File: src/rtl/uart_pkg.sv
// Shared types and helpers for the UART transmit path (and the future receiver).
// The PARITY state exists only when UART_TX_PARITY_EN is defined.
package uart_pkg;

   typedef enum logic [2:0] {
      IDLE   = 3'd0,
      START  = 3'd1,
      DATA   = 3'd2,
`ifdef UART_TX_PARITY_EN
      PARITY = 3'd3,
`endif
      STOP   = 3'd4
   } uart_tx_state_e;

   typedef enum logic [1:0] {
      PAR_NONE  = 2'd0,
      PAR_EVEN  = 2'd1,
      PAR_ODD   = 2'd2,
      PAR_NONE2 = 2'd3
   } uart_parity_e;

   function automatic int unsigned bit_period(input int unsigned clk_freq,
                                              input int unsigned baud);
      return clk_freq / baud;
   endfunction

endpackage

File: src/rtl/uart_tx_frame_if.sv
// AXI-Stream beat channel feeding the UART transmitter.
interface uart_tx_frame_if #(
   parameter int unsigned DATA_WIDTH = 8
);
   logic [DATA_WIDTH-1:0] s_axis_tdata;
   logic                  s_axis_tvalid;
   logic                  s_axis_tready;

   modport master (output s_axis_tdata, output s_axis_tvalid, input s_axis_tready);
   modport slave  (input s_axis_tdata, input s_axis_tvalid, output s_axis_tready);
endinterface

File: src/rtl/uart_baud_gen.sv
// Bit-period timer: counts 0..BIT_PERIOD-1 while enabled, held at 0 otherwise.
module uart_baud_gen #(
   parameter int unsigned BIT_PERIOD = 10
) (
   input  logic clk,
   input  logic rst,
   input  logic enable,
   output logic bit_tick
);
   localparam int unsigned CW = (BIT_PERIOD > 2) ? $clog2(BIT_PERIOD) : 1;

   logic [CW-1:0] baud_cnt;

   always_ff @(posedge clk or posedge rst) begin
      if (rst)
         baud_cnt <= '0;
      else if (!enable || bit_tick)
         baud_cnt <= '0;
      else
         baud_cnt <= baud_cnt + 1'b1;
   end

   assign bit_tick = (baud_cnt == CW'(BIT_PERIOD - 1));

endmodule

File: src/rtl/uart_tx_frame.sv
// AXI-Stream to UART serialiser: start, DATA_WIDTH bits LSB first, optional parity, stop bits.
// Parity support is compiled in only when UART_TX_PARITY_EN is defined.
module uart_tx_frame
   import uart_pkg::*;
#(
   parameter int unsigned CLK_FREQ   = 50_000_000,
   parameter int unsigned BAUD_RATE  = 9600,
   parameter int unsigned DATA_WIDTH = 8,
   parameter int unsigned STOP_BITS  = 1
) (
   input  logic                  clk,
   input  logic                  rst,
   uart_tx_frame_if.slave        s_axis,
   input  logic [1:0]            cfg_parity,
   output logic                  tx_wire,
   output logic                  tx_busy
);
   localparam int unsigned BIT_PERIOD = bit_period(CLK_FREQ, BAUD_RATE);
   localparam int unsigned BCW        = $clog2(DATA_WIDTH);

   uart_tx_state_e        state, state_nxt;
   logic [DATA_WIDTH-1:0] shreg;
   logic [BCW-1:0]        bit_cnt;
   logic                  baud_en;
   logic                  bit_tick;
   logic                  last_data;
   logic                  last_stop;

`ifdef UART_TX_PARITY_EN
   logic par_en;
   logic par_bit;
`else
   logic unused_cfg_parity;
   assign unused_cfg_parity = ^cfg_parity;
`endif

   assign baud_en   = (state != IDLE);
   assign last_data = (bit_cnt == BCW'(DATA_WIDTH - 1));
   assign last_stop = (bit_cnt == BCW'(STOP_BITS - 1));

   uart_baud_gen #(.BIT_PERIOD(BIT_PERIOD)) u_baud_gen (
      .clk      (clk),
      .rst      (rst),
      .enable   (baud_en),
      .bit_tick (bit_tick)
   );

   always_ff @(posedge clk or posedge rst) begin
      if (rst) state <= IDLE;
      else     state <= state_nxt;
   end

   always_comb begin
      state_nxt = state;
      unique case (state)
         IDLE:   if (s_axis.s_axis_tvalid) state_nxt = START;
         START:  if (bit_tick) state_nxt = DATA;
`ifdef UART_TX_PARITY_EN
         DATA:   if (bit_tick && last_data) state_nxt = par_en ? PARITY : STOP;
         PARITY: if (bit_tick) state_nxt = STOP;
`else
         DATA:   if (bit_tick && last_data) state_nxt = STOP;
`endif
         STOP:   if (bit_tick && last_stop) state_nxt = IDLE;
         default: state_nxt = IDLE;
      endcase
   end

   // Parity is taken from the beat at handshake, since shreg is consumed by shifting.
   always_ff @(posedge clk or posedge rst) begin
      if (rst) begin
         shreg   <= '0;
         bit_cnt <= '0;
`ifdef UART_TX_PARITY_EN
         par_en  <= 1'b0;
         par_bit <= 1'b0;
`endif
      end else begin
         unique case (state)
            IDLE: if (s_axis.s_axis_tvalid) begin
               shreg   <= s_axis.s_axis_tdata;
               bit_cnt <= '0;
`ifdef UART_TX_PARITY_EN
               par_en  <= (uart_parity_e'(cfg_parity) == PAR_EVEN) ||
                          (uart_parity_e'(cfg_parity) == PAR_ODD);
               par_bit <= (uart_parity_e'(cfg_parity) == PAR_ODD) ?
                          ~^s_axis.s_axis_tdata : ^s_axis.s_axis_tdata;
`endif
            end
            DATA: if (bit_tick) begin
               shreg   <= shreg >> 1;
               bit_cnt <= last_data ? '0 : bit_cnt + 1'b1;
            end
            STOP: if (bit_tick) bit_cnt <= bit_cnt + 1'b1;
            default: ;
         endcase
      end
   end

   always_comb begin
      tx_wire = 1'b1;
      unique case (state)
         START:   tx_wire = 1'b0;
         DATA:    tx_wire = shreg[0];
`ifdef UART_TX_PARITY_EN
         PARITY:  tx_wire = par_bit;
`endif
         default: tx_wire = 1'b1;
      endcase
      s_axis.s_axis_tready = (state == IDLE);
      tx_busy              = (state != IDLE);
   end

endmodule

File: src/flat_wrapper.sv
// flat-port wrapper written by rule: the top's interface ports become plain ports
module uart_tx_frame_flat import uart_pkg::*;
#(
   parameter int unsigned CLK_FREQ   = 50_000_000,
   parameter int unsigned BAUD_RATE  = 9600,
   parameter int unsigned DATA_WIDTH = 8,
   parameter int unsigned STOP_BITS  = 1
)
  (clk, rst, cfg_parity, tx_wire, tx_busy, s_axis_s_axis_tdata, s_axis_s_axis_tvalid, s_axis_s_axis_tready);
  uart_tx_frame_if #(.DATA_WIDTH(DATA_WIDTH)) s_axis_i ();
  input  logic clk;
  input  logic rst;
  input  logic [1:0] cfg_parity;
  output logic tx_wire;
  output logic tx_busy;
  input wire logic [$bits(s_axis_i.s_axis_tdata)-1:0] s_axis_s_axis_tdata;
  input wire logic [$bits(s_axis_i.s_axis_tvalid)-1:0] s_axis_s_axis_tvalid;
  output wire logic [$bits(s_axis_i.s_axis_tready)-1:0] s_axis_s_axis_tready;
  assign s_axis_i.s_axis_tdata = s_axis_s_axis_tdata;
  assign s_axis_i.s_axis_tvalid = s_axis_s_axis_tvalid;
  assign s_axis_s_axis_tready = s_axis_i.s_axis_tready;
  uart_tx_frame #(.CLK_FREQ(CLK_FREQ), .BAUD_RATE(BAUD_RATE), .DATA_WIDTH(DATA_WIDTH), .STOP_BITS(STOP_BITS)) u_core (.clk(clk), .rst(rst), .s_axis(s_axis_i), .cfg_parity(cfg_parity), .tx_wire(tx_wire), .tx_busy(tx_busy));
endmodule
File: config.mk
export PLATFORM = sky130hd
export DESIGN_NAME = uart_tx_frame_flat
export DESIGN_NICKNAME = d
export VERILOG_FILES = /design/src/rtl/uart_pkg.sv /design/src/rtl/uart_tx_frame_if.sv /design/src/rtl/uart_baud_gen.sv /design/src/rtl/uart_tx_frame.sv /design/src/flat_wrapper.sv
export SDC_FILE = /design/constraint.sdc
export NUM_CORES = 1
export LEC_CHECK = 0
export ABC_AREA = 1
export BUFFER_PORTS_ARGS = -buffer_cell sky130_fd_sc_hd__buf_2
export CAP_MARGIN = 30
export CELL_PAD_IN_SITES_DETAIL_PLACEMENT = 0
export CELL_PAD_IN_SITES_GLOBAL_PLACEMENT = 1
export CORE_ASPECT_RATIO = 1.4
export CORE_MARGIN = 2
export CORE_UTILIZATION = 42
export DETAILED_ROUTE_END_ITERATION = 16
export PLACE_DENSITY = 0.77
export SKIP_CTS_REPAIR_TIMING = 1
export SLEW_MARGIN = 20
export SYNTH_ARGS = -nofsm -noshare
export SYNTH_HDL_FRONTEND = slang
export SYNTH_SLANG_ARGS = --single-unit
File: constraint.sdc
create_clock -name clk -period 1.68 [get_ports clk]
set_input_delay 0.168 -clock clk [delete_from_list [all_inputs] [get_ports clk]]
set_output_delay 0.168 -clock clk [all_outputs]
set_load 0.1 [all_outputs]
# [Word-level counts from Yosys, hierarchy flattened]
# Cells that the tools add are included.
[word_totals] regBits=27 elab_cells=44
[op_classes] add_sub_neg=2 mux=15 n_reduce_logical=12 n_eq_ne=11
[op_table] operator="3-bit two-way mux" n=8
[op_table] operator="8-bit two-way mux" n=2
[op_table] operator="8-bit case mux with 2 select lines" n=1
[op_table] operator="13-bit by 1-bit adder with 13-bit output, second input constant" n=1
[op_table] operator="13-bit equality test, second input constant" n=1
[op_table] operator="13-bit two-way mux" n=1
[op_table] operator="3-bit case mux with 4 select lines" n=1
[op_table] operator="2-bit by 1-bit != test with 1-bit output, second input constant" n=5
[op_table] operator="3-bit case mux with 3 select lines" n=1
[op_table] operator="4-bit AND reduction" n=2
[op_table] operator="3-bit equality test, second input constant" n=2
[op_table] operator="3-bit logical NOT" n=2
[op_table] operator="3-bit nonzero test" n=2
[op_table] operator="3-bit by 1-bit adder with 3-bit output, second input constant" n=1
[op_table] operator="3-bit by 1-bit equality test with 1-bit output, second input constant" n=1
[op_table] operator="3-bit by 2-bit equality test with 1-bit output, second input constant" n=1
[op_table] operator="3-bit AND reduction" n=1
[op_table] operator="1-bit logical AND" n=2
[op_table] operator="2-bit != test, second input constant" n=1
[op_table] operator="1-bit case mux with 2 select lines" n=1
[op_table] operator="2-bit nonzero test" n=1
[op_table] operator="1-bit logical NOT" n=1
[op_table] operator="1-bit logical OR" n=1

# [Logic depth before layout (Yosys ltp)]
# Gate-level depths: netlist of run 1.
[depth] ltp_word=4 depth_mapped=10 depth_no_buf=10

# [Modules after synthesis]
# From an unflattened synthesis of run 1, not the netlist that was laid out.
[hier_totals] cells_unflattened=217 hier_area_um2=1687.9
[modules_own_cells] module="uart_tx_frame" seq_area_each_um2=350.3 area_each_um2=957.2 cells_each=121 n_inst=1
[modules_own_cells] module="uart_baud_gen" seq_area_each_um2=325.3 area_each_um2=730.7 cells_each=96 n_inst=1

# [Worst setup path after synthesis of run 1]
# Ideal clock, no wire load.
[synth_path] kind="register to output" start="reg u_core.state[2]" end="out tx_wire" path_buffers=0 path_slack_ns=-0.463 required_ns=1.512 t_arrival_ns=1.975 path_stages_with_launch=5 cell_sequence="dfrtp_1 nor3_4 clkinv_1 nor2_1 nor2_1"
[synth_between] elab_chain_cells=2 elab_cells_between_ends=3
[synth_rtl] element="from (decl)" line="uart_tx_frame.sv:21" rtl="uart_tx_state_e state, state_nxt;"
[synth_rtl] element="from (signal assigned)" line="uart_tx_frame.sv:50" rtl="else state <= state_nxt;"
[synth_rtl] element="3-bit by 2-bit equality test with 1-bit output / 3-bit by 1-bit equality test with 1-bit output (equally long branches)" line="uart_tx_frame.sv:102" rtl="unique case (state)"
[synth_rtl] element="1-bit case mux with 2 select lines *" line="uart_tx_frame.sv:102"
[synth_rtl] element="to (decl)" line="flat_wrapper.sv:14" rtl="output logic tx_wire;"
# Every way passes the cells marked *; elsewhere a longest branch is shown, timed or not.

# [Worst setup path in the final report of run 1]
[layout_path] start="reg u_core.state[0]" end="out tx_wire"
# Same word-level chain as after synthesis.

==> flow_summary.yaml, run 1 <==
run_status:
  status: "finished, final reports clean"
clocking:
  cts_buffer_depth: 2
  cts_tree: "yes"
  cts.clk_slew.worst_paths_ns: 0.10
  h-tree-depth: 1
  clockRootBuffer: "clkbuf_8"
  clkLatencyLatePin_ns: 0.27
  cts_buffers: 3
  cts.sinks: 27
synthesis:
  yosys-top-cells-count: "nand2_1 (76), dfrtp_1 (27), nor2_1 (25)"
  yosysMostFrequentCell: "nand2_1"
  synth_area_um2: 1660
  synth.yosys.warnings: 0
  synth_area_per_cell_um2: 7.29
  synth_enable_flop_cells: 0
  synthArstFlopShare_pct: 100
  yosysTopAreaCell: "dfrtp_1"
  synth_top_area_share_pct: 40.8
  ys_seq_area_share_pct: 40.8
  ys_seq_elements: 27
  synthCells: 227
  synthFlopType: "dfrtp_1"
  synthesis.nets: 244
  ys_top_cells_by_area: "dfrtp_1 (41%), nand2_1 (17%), nand3_1 (7.3%)"
  ys_types: 29
final_layout:
  antenna_cells: 0
  ff_latch_area_um2: 678
  fillCellCount: 419
  multi_input_area_um2: 872
  area_growth_pct: 19.0
  fin_nets: 272
  drive_above_1_share_pct: 24.4
routing:
  drc: 0
  ant_nets: 0
  drtIter0Drc: 27
  detail_route.wirelength_um: 3420
  via_count: 1434
  vias_per_cell: 4.83
  wl_per_cell_um: 11.5
  firstDrtPassIters: 4
pwr:
  finalPower_mw: 3.39
  cellLeakagePower_nw: 0.972
  p_int_mw: 1.70
  ir_drop_uv: 1320
  p_clk_share_pct: 11.2
  power.switching_mw: 1.70
  power_density_nw_per_um2: 1720
  switching_share_pct: 50.0
  comb_power_share_pct: 59.7
  pwr-share-seq_pct: 29.2
min_path:
  hp-class: "input port to register"
sta:
  fmax_ghz: 0.629
  relSlewSlack_pct: 75.8
  fin_crit_ns: 1.59
  tightest_slew_ns: 0.364
  hold_ws_ns: 0.196
  drv_slew: 0
  finClkSkew_ns: 0.00554
  min_period_over_period_pct: 94.7
  final_hold_viol_count: 0
  setup_viol: 0
placed_design:
  numPortBuffers: 13
  gp_congestion: 0.779
  hpwlAfterDp_um: 2570
setup_path:
  end_kind: "output pin"
  path_cells: "nor3_4 > clkinv_1 > nor2_2 > nor2_2 > buf_12"
  cpMostUsedCell: "nor2_2"
  critPathArrivalTime_ns: 1.42
  cp_max_fo: 5
  max_stage_delay_ns: 0.46
  crit_type: "register to output pin"
  start_kind: "register"
  crit_path_top_delay_cell: "dfrtp_2"
  cp.required_ns: 1.51
flow_run:
  drv_cap: 0
global_route:
  grt_pass1_wl_um: 6490
  antenna_found_initial: 0
  grt_max_degree: 28
  track_usage_pct: 18.2
  grt_pass1_vias: 1516
  globalRouteOverflowTotal: 0
die:
  start_util_pct: 43.0
  die_y_um: 78.3
  die_w_um: 57.1
  die_area_um2: 4470
  core_area_um2: 3850
  pin_count: 16
  fp-row-count: 27
[cells in the final DEF, fill, tap and decap left out, types with 5 or more instances in the layout]
cell | synthesis | final
inv_1 | 21 | 21
dfrtp_1 | 27 | 25
nor2_2 | 5 | 7
nand3_1 | 24 | 24
buf_2 | 0 | 10
nand2_1 | 76 | 75
buf_4 | 1 | 12
nand2_2 | 4 | 5
inv_2 | 6 | 5
nor2_1 | 25 | 23
[sequential cells by signal (all words and copies together), names as in the netlist]
| signal | flops |
|---|---|
| u_core.bit_cnt | 3 |
| u_core.state | 3 |
| u_core.shreg | 8 |
| u_core.u_baud_gen.baud_cnt | 13 |
[through the flow]
step           instance area [µm²]  utilization [%]  std cells  setup slack (ns)   TNS, ns
2_1_floorplan                 1700                -        227            -0.206     -3.58
3_3_place_gp                  1880             48.8        289             0.170         0
3_5_place_dp                  1880             48.8        289             0.164         0
4_1_cts                       1930             50.0        293           -0.0650    -0.103
5_1_grt                       1970             51.2        297          -0.00828  -0.00828
6_report                      1970             51.2        297            0.0894         0
[critical path: cells and delay by family, from the launching register on]
| family | cells | cell delay (ns) |
|---|---|---|
| DFF | 1 | 0.46 |
| buffers and inverters | 2 | 0.29 |
| and+or+nand+nor | 3 | 0.39 |
[logic make-up (layout without fill, tap and decap cells)]
kind of cell | after synthesis | in the layout | share of synthesized area [%]
DFF | 27 | 27 | 40.8
adders and majority gates | 4 | 4 | 3.02
and+or+nand+nor | 153 | 153 | 43.0
xor gates and xnor gates | 3 | 3 | 1.59
AOI/OAI and AO/OA | 8 | 8 | 2.80
buffers and inverters | 32 | 59 | 8.77
[cell type report]
cell class | instances | area share, %
clock inverter | 1 | 0.254
tap | 43 | 2.73
multi-input combinational | 168 | 44.3
clock buffer | 3 | 2.10
inverter | 29 | 6.03
timing repair buffer | 26 | 10.2
sequential | 27 | 34.4
[power by group through the flow]
stage	clock network, mW	logic, mW	registers (mW)
final	0.379	2.02	0.989
after floorplan	0	1.56	0.970
after CTS	0.390	1.98	0.985
after global routing	0.425	2.27	1.02
after global placement	0	1.98	0.993
after detailed placement	0	1.98	0.993
[layer usage]
metal	track usage [%]	wire (µm)
met1	21.7	1520
met2	33.7	1830
met3	1.65	43
met4	5.58	30
met5	0	0
[worst paths after layout]
check,endpoint,cells after the start,from,slack [ns]
worst max register to register,u_core.u_baud_gen.baud_cnt[2],7,u_core.u_baud_gen.baud_cnt[1],0.17
worst min-delay path,u_core.shreg[7],4,s_axis_s_axis_tdata[7],0.20
min in group asynchronous,u_core.u_baud_gen.baud_cnt[9],4,rst,0.49
max in group asynchronous,u_core.state[2],4,rst,0.90
worst min register to register,u_core.shreg[5],2,u_core.shreg[5],0.49
worst max-delay path,tx_wire,5,u_core.state[0],0.09
Power figures use the tool's default switching activity.
==> run 2: changes to the inputs <==
--- a/config.mk
+++ b/config.mk
@@ -8,13 +8,13 @@
 export ABC_AREA = 1
 export BUFFER_PORTS_ARGS = -buffer_cell sky130_fd_sc_hd__buf_2
 export CAP_MARGIN = 30
-export CELL_PAD_IN_SITES_DETAIL_PLACEMENT = 0
-export CELL_PAD_IN_SITES_GLOBAL_PLACEMENT = 1
+export CELL_PAD_IN_SITES_DETAIL_PLACEMENT = 1
+export CELL_PAD_IN_SITES_GLOBAL_PLACEMENT = 2
 export CORE_ASPECT_RATIO = 1.4
 export CORE_MARGIN = 2
-export CORE_UTILIZATION = 42
+export CORE_UTILIZATION = 33
 export DETAILED_ROUTE_END_ITERATION = 16
-export PLACE_DENSITY = 0.77
+export PLACE_DENSITY = 0.76
 export SKIP_CTS_REPAIR_TIMING = 1
 export SLEW_MARGIN = 20
 export SYNTH_ARGS = -nofsm -noshare
==> flow_summary.yaml, run 2 (synthesis gave the netlist of run 1 again) <==
setup_path:
  rr_worst_depth: 8
  critPathArrivalTime_ns: 1.46
  cp.required_ns: 1.51
  startpoint: "u_core.state[0]"
  start_kind: "register"
  r2r_slack_ns: 0.13
  crit_type: "register to output pin"
  end_kind: "output pin"
  r2r_end: "u_core.shreg[3]"
  worstReg2RegStart: "u_core.u_baud_gen.baud_cnt[1]"
  cp_max_fo: 6
sta:
  relSlewSlack_pct: 75.1
  final_hold_viol_count: 0
  rsz0062_at_grt: "true"
  finClkSkew_ns: 0.00454
  fmax_ghz: 0.615
  min_period_over_period_pct: 96.7
  finalSetupTns_ns: 0
  tightest_slew_ns: 0.373
  setup_viol: 0
  drv_slew: 0
  fin_crit_ns: 1.63
clocking:
  cts_buffer_depth: 2
  clockRootBuffer: "clkbuf_8"
  h-tree-depth: 1
  cts.sinks: 27
  cts_buffers: 3
  clkLatencyLatePin_ns: 0.29
  cts.clk_slew.worst_paths_ns: 0.10
  cts_tree: "yes"
final_layout:
  drive_above_1_share_pct: 26.9
  regMostFlops: "u_core.u_baud_gen.baud_cnt"
  fin_nets: 278
  final_cell_mix: "nand2_1 (75), dfrtp_1 (25), nand3_1 (24)"
  antenna_cells: 0
  final_core_util_pct: 42.3
  final_common_cell: "nand2_1"
  final_cells: 324
  largest_registers: "u_core.u_baud_gen.baud_cnt x13, u_core.shreg x8"
  largest_reg_flops: 13
  area_growth_pct: 23.7
flow_run:
  drv_cap: 0
min_path:
  hp-class: "input port to register"
  hold_depth: 4
  min_from: "s_axis_s_axis_tdata[7]"
  holdPathEnd: "u_core.shreg[7]"
placed_design:
  gp_congestion: 0.706
  hpwlAfterDp_um: 3050
  dp.cells: 312
  numPortBuffers: 13
routing:
  firstDrtPassIters: 3
  ant_nets: 0
  vias_per_cell: 4.60
  detail_route.wirelength_um: 4160
  wl_per_cell_um: 12.8
  drtIter0Drc: 23
  drc: 0
  via_count: 1490
run_status:
  status: "finished, final reports clean"
pwr:
  ir_drop_uv: 1490
  cellLeakagePower_nw: 0.995
  power_density_nw_per_um2: 1770
global_route:
  antenna_found_initial: 0
  globalRouteOverflowTotal: 0
  track_usage_pct: 16.3
  grt_pass1_wl_um: 7070
  grt_pass1_vias: 1515
  grt_max_degree: 28
die:
  die_area_um2: 5610
  start_util_pct: 34.2
  core_area_um2: 4840
  pin_count: 16
  die_w_um: 63.9
  die_y_um: 87.8
  fp-row-count: 30
-- run 2: cell count changes in the layout (fill, tap and decap cells not counted), sizes merged --
| cell | change |
|---|---|
| inv | +1 |
| buf | +6 |
| clkinv | -2 |
| clkinvlp | +1 |
-- run 2: how the worst max path moves through the flow --
stage                                          end  slack (ns)  cells after the start
global placement                   u_core.shreg[6]        0.11                      8
finish                                     tx_wire        0.05                      5
CTS                                        tx_wire       -0.16                      5
global route                               tx_wire       -0.06                      5
floorplan           u_core.u_baud_gen.baud_cnt[12]       -0.21                      9
detailed placement                 u_core.shreg[3]        0.09                      8
-- run 2: stage by stage --
step / power [mW] / area (µm²) / setup slack [ns] / hold WS [ns]
global route: 3.91 / 2050 / -0.0585 / 0.205
finish: 3.62 / 2050 / 0.0549 / 0.180
detailed placement: 3.03 / 1920 / 0.0921 / 0.265
floorplan: 2.53 / 1700 / -0.206 / 0.221
global placement: 3.01 / 1920 / 0.111 / 0.257
CTS: 3.45 / 1970 / -0.162 / -0.0637
-- run 2: power breakdown --
group          switching [mW]  internal, mW
Combinational            1.42         0.809
Clock                   0.234         0.169
Sequential              0.156         0.835
-- run 2: worst max-delay path, stage by stage, from the launching register on --
cell and delay, ns:
dfrtp_2 0.47, nor3_4 0.25, inv_2 0.10, nor2_1 0.13, nor2_2 0.07, buf_12 0.16
-- run 2: layer usage --
layer,track usage [%],part of all wire [%],vias to the layer above
met1,19.6,45,698
met5,0,0,-
met3,2.44,1.7,5
li1,-,-,775
met4,5.34,1.3,0
met2,29.5,52,12
-- run 2: cell type report --
cell class / instances / area, µm²
clock inverters: 1 / 7.51
multi-input cells: 168 / 875
inverters: 29 / 119
clock buffers: 3 / 41.3
repair buffers: 32 / 246
fillers: 629 / 2800
well taps: 64 / 80.1
flip-flops and latches: 27 / 678
